### config.mk
export PLATFORM = sky130hd
export DESIGN_NAME = if_id_buffer
export DESIGN_NICKNAME = d
export VERILOG_FILES = /design/src/rtl/if_id_buffer.sv
export SDC_FILE = /design/constraint.sdc
export NUM_CORES = 1
export LEC_CHECK = 0
export BUFFER_PORTS_ARGS = -buffer_cell sky130_fd_sc_hd__buf_2
export CAP_MARGIN = 20
export CORE_MARGIN = 2
export CORE_UTILIZATION = 49
export CTS_CLUSTER_DIAMETER = 40
export DETAILED_ROUTE_END_ITERATION = 10
export GPL_TIMING_DRIVEN = 0
export PLACE_DENSITY = 0.76
export REMOVE_ABC_BUFFERS = 1
export SETUP_SLACK_MARGIN = 0.15
export SLEW_MARGIN = 20
export SYNTH_ARGS = -nofsm -noshare
export SYNTH_HDL_FRONTEND = slang
export SYNTH_SLANG_ARGS = --single-unit
### constraint.sdc
create_clock -name clk -period 3.2 [get_ports clk]
set_input_delay 0.32 -clock clk [delete_from_list [all_inputs] [get_ports clk]]
set_output_delay 0.32 -clock clk [all_outputs]
set_load 0.1 [all_outputs]
### src/rtl/if_id_buffer.sv
// if_id_buffer: fetch-to-decode pipeline register.
// Registers each fetched word with its address and folds an opcode word plus
// its trailing immediate word into one decode packet. It also applies hazard
// stalls and branch flushes, and drives the fetch PC enable.
//
// state  | meaning
// -------+-----------------------------------------------------------------
// S_OP   | next accepted word is classified as an opcode
// S_IMM  | opcode word held in pend_*, next accepted word is its immediate
module if_id_buffer #(
    parameter int                 INSTR_W   = 16,
    parameter int                 PC_W      = 32,
    parameter logic [2:0]         IMM_CLASS = 3'b110,
    parameter logic [INSTR_W-1:0] NOP       = '0
) (
    input  logic               clk,
    input  logic               rst,
    input  logic [INSTR_W-1:0] if_instr,
    input  logic [PC_W-1:0]    if_pc,
    input  logic               if_valid,
    input  logic               stall,
    input  logic               flush,
    output logic               fetch_en,
    output logic [INSTR_W-1:0] id_instr,
    output logic [INSTR_W-1:0] id_imm,
    output logic [PC_W-1:0]    id_pc,
    output logic               id_has_imm,
    output logic               id_valid
);

    typedef enum logic {
        S_OP  = 1'b0,
        S_IMM = 1'b1
    } state_t;

    state_t state, state_nxt;

    logic [INSTR_W-1:0] pend_instr, pend_instr_nxt;
    logic [PC_W-1:0]    pend_pc, pend_pc_nxt;

    logic [INSTR_W-1:0] id_instr_nxt;
    logic [INSTR_W-1:0] id_imm_nxt;
    logic [PC_W-1:0]    id_pc_nxt;
    logic               id_has_imm_nxt;
    logic               id_valid_nxt;

    logic word_acc;
    logic is_imm_class;

    // The fetch PC only advances while decode is not being held.
    always_comb fetch_en = !stall;

    // A word is consumed only when it is valid and neither stall nor flush is up.
    always_comb begin
        word_acc     = if_valid && !stall && !flush;
        is_imm_class = (if_instr[INSTR_W-1 -: 3] == IMM_CLASS);
    end

    // State register.
    always_ff @(posedge clk or posedge rst) begin
        if (rst) begin
            state <= S_OP;
        end else begin
            state <= state_nxt;
        end
    end

    // Next state and next decode packet; flush beats stall, stall beats a gap.
    always_comb begin
        state_nxt      = state;
        pend_instr_nxt = pend_instr;
        pend_pc_nxt    = pend_pc;
        id_instr_nxt   = id_instr;
        id_imm_nxt     = id_imm;
        id_pc_nxt      = id_pc;
        id_has_imm_nxt = id_has_imm;
        id_valid_nxt   = id_valid;

        if (flush) begin
            state_nxt      = S_OP;
            pend_instr_nxt = '0;
            pend_pc_nxt    = '0;
            id_instr_nxt   = NOP;
            id_imm_nxt     = '0;
            id_has_imm_nxt = 1'b0;
            id_valid_nxt   = 1'b0;
        end else if (stall) begin
            state_nxt = state;
        end else if (!word_acc) begin
            // Gap in fetch: bubble, id_pc keeps the last packet's address.
            id_instr_nxt   = NOP;
            id_imm_nxt     = '0;
            id_has_imm_nxt = 1'b0;
            id_valid_nxt   = 1'b0;
        end else begin
            unique case (state)
                S_OP: begin
                    if (is_imm_class) begin
                        // Park the opcode; decode sees one bubble meanwhile.
                        pend_instr_nxt = if_instr;
                        pend_pc_nxt    = if_pc;
                        id_instr_nxt   = NOP;
                        id_imm_nxt     = '0;
                        id_has_imm_nxt = 1'b0;
                        id_valid_nxt   = 1'b0;
                        state_nxt      = S_IMM;
                    end else begin
                        id_instr_nxt   = if_instr;
                        id_imm_nxt     = '0;
                        id_pc_nxt      = if_pc;
                        id_has_imm_nxt = 1'b0;
                        id_valid_nxt   = 1'b1;
                    end
                end
                S_IMM: begin
                    // The immediate is raw data; its top bits are not decoded.
                    id_instr_nxt   = pend_instr;
                    id_imm_nxt     = if_instr;
                    id_pc_nxt      = pend_pc;
                    id_has_imm_nxt = 1'b1;
                    id_valid_nxt   = 1'b1;
                    state_nxt      = S_OP;
                end
                default: begin
                    state_nxt = S_OP;
                end
            endcase
        end
    end

    // Pending opcode registers.
    always_ff @(posedge clk or posedge rst) begin
        if (rst) begin
            pend_instr <= '0;
            pend_pc    <= '0;
        end else begin
            pend_instr <= pend_instr_nxt;
            pend_pc    <= pend_pc_nxt;
        end
    end

    // Decode packet registers.
    always_ff @(posedge clk or posedge rst) begin
        if (rst) begin
            id_instr   <= NOP;
            id_imm     <= '0;
            id_pc      <= '0;
            id_has_imm <= 1'b0;
            id_valid   <= 1'b0;
        end else begin
            id_instr   <= id_instr_nxt;
            id_imm     <= id_imm_nxt;
            id_pc      <= id_pc_nxt;
            id_has_imm <= id_has_imm_nxt;
            id_valid   <= id_valid_nxt;
        end
    end

endmodule

==> flow_metrics.tcl, run 1 <==
set metrics [dict create \
    final_antenna_net_count 0 \
    totalWireLength_um 14480 \
    holdCritPathClass "input pin to flop" \
    max_freq_mhz 401.7 \
    final.setup.worst_slack_ps 710.8 \
    startpoint_type "flop" \
    area_of_the_mapped_netlist_mm2 0.005324 \
    synth.area.top_cells "sky130_fd_sc_hd__dfrtp_1, sky130_fd_sc_hd__a21oi_1, sky130_fd_sc_hd__o21ai_0, sky130_fd_sc_hd__nand3_1, sky130_fd_sc_hd__o22ai_1" \
    crit_slowest_cell "sky130_fd_sc_hd__dfrtp_2" \
    finalHoldViolations 0 \
    final_period_minus_worst_setup_slack_ps 2489 \
    grt_pass1_vias 4754 \
    chipHeight_um 108.2 \
    p_seq_share_pct 34.7 \
    syn-instance-count 522 \
    drc_errors 0 \
    worstPathRequired_ps 3630 \
    antennaDiodeCount 0 \
    switching_share_pct 35.40 \
    vdd_drop_max_v 0.0003561 \
    worst-endpoint-arrival_ps 2920 \
    clock_edge_transition_at_the_registers_on_the_reported_setup_and_hold_paths_ps 60 \
    skew_ps 6.963 \
    layout.cells.non_filler 760 \
    synthDominantAreaCellType "sky130_fd_sc_hd__dfrtp_1" \
    tritoncts_num_sinks 115 \
    dpl.hpwl_um 8452 \
    numPortBuffers 119 \
    slew-limit-headroom_pct 34.55 \
    worst_margin_slew_ps 980.7 \
    groute.usage.overall_pct 26.31 \
    clock_path_buffers 2 \
    die_width_um 108.2 \
    end_kind "flop" \
    cp.buffers_inverters 0 \
    p_sw_mw 1.651 \
    post_synth_top_area_share_pct 54.05 \
    initial_core_util_pct 49.77 \
    post_cts.resized_instances 0 \
    syn2layout_area_growth_pct 23.90 \
    core_region_area_mm2 0.01070 \
    wire_length_of_the_first_global_routing_pass_um 23950 \
    grt_antenna_before_repair 0 \
    power.static_leakage_nw 3.100 \
    synth.ff_latch_count 115 \
    tritoncts "built" \
    root_buffer "sky130_fd_sc_hd__clkbuf_8" \
    worstSkewPairLatency_ps 520 \
    synth_area_per_inst_um2 10.20 \
    floorplan.io_pins 120 \
    rsz0062_at_grt "false" \
    maxSlewViolCount 0 \
    place.gp.congestion 0.7507 \
    mostFrequentLayoutCells "sky130_fd_sc_hd__buf_2, sky130_fd_sc_hd__dfrtp_1, sky130_fd_sc_hd__a21oi_1" \
    maxCapViolations 0 \
    clock_power_share_pct 40.5 \
    path_delay_family "simple AND/OR/NAND/NOR gates" \
    power_density_mw_per_mm2 706.8 \
    viasPerCell 6.222 \
    globalRouteOverflowTotal 0 \
    layout_net_count 660 \
    drive_above_1_share_pct 30.32 \
    worst_path_largest_cell_delay_ps 880 \
    path_cells "and4bb_4, nor2_2, a2bb2oi_1" \
    synth.yosys.seq_area_share_pct 54.05 \
    pint_mw 3.012 \
    finalHoldWorstSlack_ps 33.83 \
    place_worst_setup_slack_ps 220.7 \
    period_share_pct 77.79 \
    yosysWarningCount 0 \
    result_of_the_run "complete, no violations" \
    std_cell_rows 38 \
    final_common_cell "sky130_fd_sc_hd__buf_2" \
    setup_viol 0 \
    cp_max_fo 49 \
    synth_unique_cells 35 \
    fp.dieArea_mm2 0.01171 \
    grt_max_degree 69 \
    dr_total_vias 4729 \
    dpl.cell_count 727 \
    combinationalPowerShare_pct 24.8 \
    timing.setup.critical_path_class "flop to flop" \
    cts_htree_levels 4 \
    avgRoutedWirePerCell_um 19.05 \
    num-fill-cells 909 \
    cts-buffers-inserted 17 \
    initialDrtViolationCount 310 \
    drt_pre_antenna_iters 5 \
]
cell type report:
type | instances | area, µm² | share of cell area (%)
sequential | 115 | 2879 | 43.65
tap | 140 | 175.2 | 2.656
multi-input combinational | 344 | 2196 | 33.29
clock buffer | 22 | 462.9 | 7.018
timing repair buffer | 125 | 733.2 | 11.12
clock inverter | 10 | 130.1 | 1.973
inverter | 4 | 20.02 | 0.3035
cells by family (layout without fill, tap and decap cells):
group                  Yosys count  count (layout)  share of synthesized area, %
AO/OA/AOI/OAI                  217             217                         25.15
flip-flops                     115             115                         54.05
AND/OR/NAND/NOR                126             126                         15.35
multiplexers                     1               1                        0.2115
buffers and inverters           63             161                         5.241
metrics by stage:
stage	instance area, µm²	util (%)	power (mW)	setup TNS [ps]
final	6596	61.66	4.662	0
after global routing	6596	61.66	4.816	0
after CTS	6593	61.63	4.690	0
after detailed placement	5989	55.99	2.798	0
after global placement	5831	54.50	2.759	-198040
after floorplan	5060	-	2.528	-18870
registers in the layout, indices dropped and copies added (netlist names):
signal,count
id_valid,1
id_pc,32
pend_pc,32
state,1
id_has_imm,1
id_imm,16
id_instr,16
pend_instr,16
synth_stat cells, drive strengths merged:
library cell  instances
nor3                  1
a2bb2oi              20
o31ai                12
a22o                 15
o2111a                1
and3b                 2
and4bb                1
nand2b                1
nor2                  5
buf                  19
dfrtp               115
or2                  20
a21o                 15
o22ai                32
a22oi                 1
o21ai                46
nor3b                 1
clkbuf               40
a221o                 1
nand3                45
nand4bb               2
clkinv                1
a21oi                74
or3b                  1
nand4b               14
mux2                  1
nor2b                 2
nand2                19
inv                   3
or4bb                12
layer usage:
metal / routed length, µm / global-route usage [%]
met2: 7170 / 41.15
met3: 967 / 6.209
met4: 369 / 12.00
met1: 5972 / 34.94
met5: 0 / 0
power groups by stage:
stage | Clock [mW] | Sequential, mW | Combinational [mW]
final | 1.89 | 1.62 | 1.16
after detailed placement | 0 | 1.64 | 1.16
after CTS | 1.91 | 1.62 | 1.16
after floorplan | 0 | 2.32 | 0.211
after global routing | 1.98 | 1.63 | 1.20
after global placement | 0 | 1.64 | 1.12
path summary, 6_finish.rpt:
path	depth (start not counted)	start	to	slack (ps)
worst min register to register	2	id_has_imm$_DFFE_PP0P_	id_has_imm$_DFFE_PP0P_	470
worst max register to register	3	state$_DFFE_PP0P_	id_pc[23]$_DFFE_PP0P_	710
worst min-delay path	2	if_instr[11]	id_instr[11]$_DFFE_PP0P_	30
worst max-delay path	3	state$_DFFE_PP0P_	id_pc[23]$_DFFE_PP0P_	710
min in group asynchronous	3	rst	id_imm[3]$_DFFE_PP0P_	410
max in group asynchronous	4	rst	pend_pc[12]$_DFFE_PP0P_	2110
timing repair:
action                                  in CTS  in global routing
hold endpoints to repair                    57                  0
endpoints found under the setup margin       0                  0
setup buffers                                0                  0
hold buffers                                 1                  0
Note: power is estimated with default switching activity, not from simulation.
==> run 2: changes to the inputs <==
- clock period: 3.2 -> 2.04 ns (I/O delays scaled with it)
==> flow_metrics.tcl, run 2 (synthesis gave the netlist of run 1 again) <==
set metrics [dict create \
    result_of_the_run "complete, no violations" \
    floorplan.io_pins 120 \
    final_antenna_net_count 0 \
    viasPerCell 6.192 \
    dpl.hpwl_um 8452 \
    chipHeight_um 108.2 \
    vdd_drop_max_v 0.0006025 \
    regToRegSetupSlack_ps 230 \
    die_width_um 108.2 \
    globalRouteOverflowTotal 0 \
    grt_max_degree 69 \
    syn2layout_area_growth_pct 34.69 \
    power_density_mw_per_mm2 1035 \
    largest_registers "id_pc (32), pend_pc (32)" \
    initialDrtViolationCount 421 \
    mostFrequentLayoutCells "sky130_fd_sc_hd__buf_2, sky130_fd_sc_hd__dfrtp_1, sky130_fd_sc_hd__a21oi_1" \
    postLayoutCoreUtil_pct 67.03 \
    antennaDiodeCount 0 \
    wire_length_of_the_first_global_routing_pass_um 25390 \
    finalHoldViolations 0 \
    grt_pass1_vias 5074 \
    drt_pre_antenna_iters 6 \
    clock_path_buffers 2 \
    r2r_start "state$_DFFE_PP0P_" \
    hold_start "if_instr[14]" \
    period_share_pct 89.87 \
    root_buffer "sky130_fd_sc_hd__clkbuf_8" \
    drc_errors 0 \
    max_freq_mhz 545.4 \
    ff2ff_path_depth 3 \
    cp_max_fo 68 \
    final_common_cell "sky130_fd_sc_hd__buf_2" \
    std_cell_rows 38 \
    num-fill-cells 845 \
    clock_edge_transition_at_the_registers_on_the_reported_setup_and_hold_paths_ps 60 \
    grt_antenna_before_repair 0 \
    totalWireLength_um 15820 \
    maxCapViolations 0 \
    timing.setup.critical_path_class "input pin to flop" \
    slew-limit-headroom_pct 36.83 \
    worstPathRequired_ps 2450 \
    numPortBuffers 119 \
    layout_net_count 712 \
    finalHoldWorstSlack_ps 137.8 \
    hold_path_end "id_instr[14]$_DFFE_PP0P_" \
    setup_viol 0 \
    avgRoutedWirePerCell_um 19.48 \
    cts-buffers-inserted 17 \
    core_region_area_mm2 0.01070 \
    initial_core_util_pct 49.77 \
    end_kind "flop" \
    worst-endpoint-arrival_ps 2240 \
    skew_ps 8.271 \
    final_period_minus_worst_setup_slack_ps 1833 \
    worst_margin_slew_ps 947.6 \
    tritoncts_num_sinks 115 \
    power.static_leakage_nw 3.331 \
    place.gp.congestion 0.7507 \
    groute.usage.overall_pct 28.16 \
    postPlaceCellArea_mm2 0.005989 \
    cts_htree_levels 4 \
    worstSkewPairLatency_ps 530 \
    tritoncts "built" \
    finalPower_mw 7.424 \
    fp.dieArea_mm2 0.01171 \
    multi_input_area_mm2 0.002257 \
    r2r-end "id_pc[17]$_DFFE_PP0P_" \
    rsz0062_at_grt "false" \
    worstHoldPathCells 2 \
    dr_total_vias 5028 \
    maxSlewViolCount 0 \
    startpoint_type "input pin" \
    drive_above_1_share_pct 29.17 \
    layout.cell_area.non_filler_mm2 0.007171 \
    holdCritPathClass "input pin to flop" \
    layout.area.seq_mm2 0.002882 \
]
## run 2: per-layer routing
layer / routed length [µm] / global-route usage (%) / share of wire, %
met5: 0 / 0 / 0
met4: 395 / 13.28 / 2.5
met3: 1165 / 7.354 / 7.4
met2: 7877 / 44.65 / 50
met1: 6383 / 36.22 / 40
## run 2: stage by stage
step	cells	TNS, ps	setup WS, ps
2_1_floorplan	463	-156080	-1208
3_3_place_gp	722	-432140	-2396
3_5_place_dp	727	-46590	-939.3
4_1_cts	808	0	172.4
5_1_grt	812	0	138.6
6_report	812	0	206.6
## run 2: layout make-up
type	count	area share, %
Tap cell	140	2.443
Clock inverter	10	1.815
Inverter	4	0.3490
Timing Repair Buffer	174	17.27
Sequential cell	115	40.18
Multi-Input combinational cell	347	31.48
Clock buffer	22	6.456
## run 2: what timing repair did
action                                 4_1_cts  5_1_grt
buffers inserted                             0        4
pin swaps                                    2        3
hold buffers                                46        0
setup endpoints to repair                   99       79
gates resized for setup                      7        2
cloned                                       3        0
endpoints found under the hold margin      129        0
## run 2: worst max path at each step
| stage | from | endpoint | slack (ps) | cells after the start |
|---|---|---|---|---|
| after floorplan | rst | id_has_imm$_DFFE_PP0P_ | -1210 | 1 |
| after CTS | state$_DFFE_PP0P_ | id_instr[15]$_DFFE_PP0P_ | 170 | 3 |
| after global placement | rst | id_pc[15]$_DFFE_PP0P_ | -2400 | 2 |
| after global routing | flush | id_instr[15]$_DFFE_PP0P_ | 140 | 5 |
| final | flush | id_instr[15]$_DFFE_PP0P_ | 210 | 5 |
| after detailed placement | state$_DFFE_PP0P_ | id_instr[15]$_DFFE_PP0P_ | -940 | 3 |
## run 2: critical path: stages
cell and delay [ps]:
sky130_fd_sc_hd__buf_4 580, sky130_fd_sc_hd__or3b_1 850, sky130_fd_sc_hd__nor2_4 90, sky130_fd_sc_hd__buf_12 190, sky130_fd_sc_hd__a221o_1 280
## run 2: where the power goes
| part | internal, mW | leakage [nW] | total [mW] | switching [mW] |
|---|---|---|---|---|
| Sequential | 2.44 | 1.51 | 2.54 | 0.100 |
| Clock | 1.95 | 0.291 | 2.97 | 1.03 |
| Combinational | 0.404 | 1.53 | 1.91 | 1.50 |
==> run 3: changes to the inputs <==
- CORE_UTILIZATION: 49 -> 50
- CTS_BUF_LIST: default -> sky130_fd_sc_hd__clkbuf_2 sky130_fd_sc_hd__clkbuf_4 sky130_fd_sc_hd__clkbuf_8
- PLACE_DENSITY: 0.76 -> 0.78
- clock period: 2.04 -> 1.52 ns (I/O delays scaled with it)
==> flow_metrics.tcl, run 3 (synthesis gave the netlist of run 1 again) <==
set metrics [dict create \
    grt_pass1_vias 5176 \
    layout.cells.non_filler 832 \
    dpl.cell_count 724 \
    mostFrequentLayoutCells "sky130_fd_sc_hd__dfrtp_1, sky130_fd_sc_hd__buf_4, sky130_fd_sc_hd__a21oi_1" \
    root_buffer "sky130_fd_sc_hd__clkbuf_8" \
    postLayoutCoreUtil_pct 76.00 \
    die_width_um 107.2 \
    skew_ps 10.52 \
    tritoncts "built" \
    fp.dieArea_mm2 0.01149 \
    worst_margin_slew_ps 692.9 \
    startpoint_type "flop" \
    drive_above_1_share_pct 41.38 \
    clock_edge_transition_at_the_registers_on_the_reported_setup_and_hold_paths_ps 70 \
    drt_pre_antenna_iters 5 \
    timing.setup.critical_path_class "flop to flop" \
    grt_antenna_before_repair 0 \
    power_density_mw_per_mm2 1191 \
    path_delay_family "flip-flops" \
    worstSkewPairLatency_ps 440 \
    worst-endpoint-arrival_ps 1860 \
    combinationalPowerShare_pct 30.9 \
    wire_length_of_the_first_global_routing_pass_um 27340 \
    chipHeight_um 107.2 \
    failed_checks "setup timing" \
    final_period_minus_worst_setup_slack_ps 1566 \
    wire_length_on_met2_um 9138 \
    max_freq_mhz 638.5 \
    initial_core_util_pct 51.57 \
    numPortBuffers 119 \
    pint_mw 5.705 \
    avgRoutedWirePerCell_um 22.45 \
    uppermost_layer_routed "met4" \
    holdCritPathClass "input pin to flop" \
    totalWireLength_um 18680 \
    final.setup.worst_slack_ps -46.07 \
    wirelength_met1_um 7313 \
    p_sw_mw 3.637 \
    period_share_pct 103.0 \
    multi_input_area_mm2 0.002745 \
    grt_max_degree 69 \
    maxSlewViolCount 0 \
    switching_share_pct 38.93 \
    largest_registers "id_pc (32), pend_pc (32)" \
    core_region_area_mm2 0.01032 \
    maxCapViolations 0 \
    setup_viol 6 \
    viasPerCell 6.500 \
    final_common_cell "sky130_fd_sc_hd__dfrtp_1" \
    path_cells "nand4bb_4, buf_8, o21ai_0, a21oi_2" \
    setup-tns-final_ps -108.6 \
    drc_errors 0 \
    clock_path_buffers 2 \
    globalRouteOverflowTotal 0 \
    floorplan.io_pins 120 \
    rsz0062_at_grt "true" \
    syn2layout_area_growth_pct 47.38 \
    final_antenna_net_count 0 \
    finalHoldViolations 0 \
    end_kind "flop" \
    std_cell_rows 37 \
    cp_max_fo 12 \
    cp.buffers_inverters 1 \
    vdd_drop_max_v 0.0007958 \
    worst_path_largest_cell_delay_ps 540 \
    p_seq_share_pct 36.9 \
    layout_net_count 736 \
    wl_met3_um 1599 \
    tritoncts_num_sinks 115 \
    layout.area.seq_mm2 0.002882 \
    result_of_the_run "finished, violations left" \
    place.gp.congestion 0.7718 \
    initialDrtViolationCount 581 \
    cts-buffers-inserted 17 \
    worstPathRequired_ps 1820 \
    num-fill-cells 652 \
    power.static_leakage_nw 3.445 \
    clock_power_share_pct 32.2 \
    slew-limit-headroom_pct 53.81 \
    crit_slowest_cell "sky130_fd_sc_hd__dfrtp_4" \
    antennaDiodeCount 0 \
    groute.usage.overall_pct 31.18 \
    dr_total_vias 5408 \
    dpl.hpwl_um 8513 \
    cts_htree_levels 4 \
]
## run 3: cell type report
| class | count | area share, % |
|---|---|---|
| clock buffers | 19 | 3.253 |
| clock inverters | 13 | 2.041 |
| inverters | 4 | 0.4146 |
| multi-input cells | 355 | 34.99 |
| flip-flops and latches | 115 | 36.72 |
| well taps | 136 | 2.169 |
| repair buffers | 190 | 20.41 |
## run 3: worst register-to-register path: cells and delay by family, from the launching register on
family,cells,cell delay [ps]
and+or+nand+nor,1,300
DFF,1,540
buffers and inverters,1,200
AOI/OAI and AO/OA,2,390
## run 3: layer usage
layer	track usage [%]	vias up
li1	-	2303
met1	41.22	2681
met2	49.23	359
met3	7.356	65
met4	13.45	0
met5	0	-
## run 3: path summary, 6_finish.rpt
kind,end,start,slack [ps],depth (start not counted)
max in group asynchronous,state$_DFFE_PP0P_,rst,560,4
worst min-delay path,pend_instr[10]$_DFFE_PP0P_,flush,180,2
worst max-delay path,pend_instr[3]$_DFFE_PP0P_,state$_DFFE_PP0P_,-50,4
worst max register to register,pend_instr[3]$_DFFE_PP0P_,state$_DFFE_PP0P_,-50,4
worst min register to register,id_has_imm$_DFFE_PP0P_,id_has_imm$_DFFE_PP0P_,490,2
min in group asynchronous,id_imm[5]$_DFFE_PP0P_,rst,280,3
## run 3: per-stage QoR
stage                     instance area, µm²  power [mW]  setup slack [ps]  hold WS (ps)
after floorplan                         5060       5.322             -1676         215.1
after global placement                  5826       5.813             -2904         387.6
after detailed placement                5983       5.896             -1523         233.3
after CTS                               7531       9.172             34.00         196.6
after global routing                    7846       9.617            -102.5         185.9
final                                   7846       9.343            -46.07         182.7
## run 3: what timing repair did
item	CTS	global route
hold endpoints to repair	123	0
cloned	9	3
hold buffers	46	0
buffers inserted	16	2
pin swaps	35	19
gates resized for setup	131	64
endpoints found under the setup margin	179	116
## run 3: power groups by stage
stage / Combinational [mW] / Sequential, mW / Clock, mW
2_1_floorplan: 0.445 / 4.88 / 0
3_3_place_gp: 2.36 / 3.45 / 0
3_5_place_dp: 2.43 / 3.46 / 0
4_1_cts: 2.75 / 3.41 / 3.01
5_1_grt: 2.98 / 3.46 / 3.18
6_report: 2.89 / 3.45 / 3.00
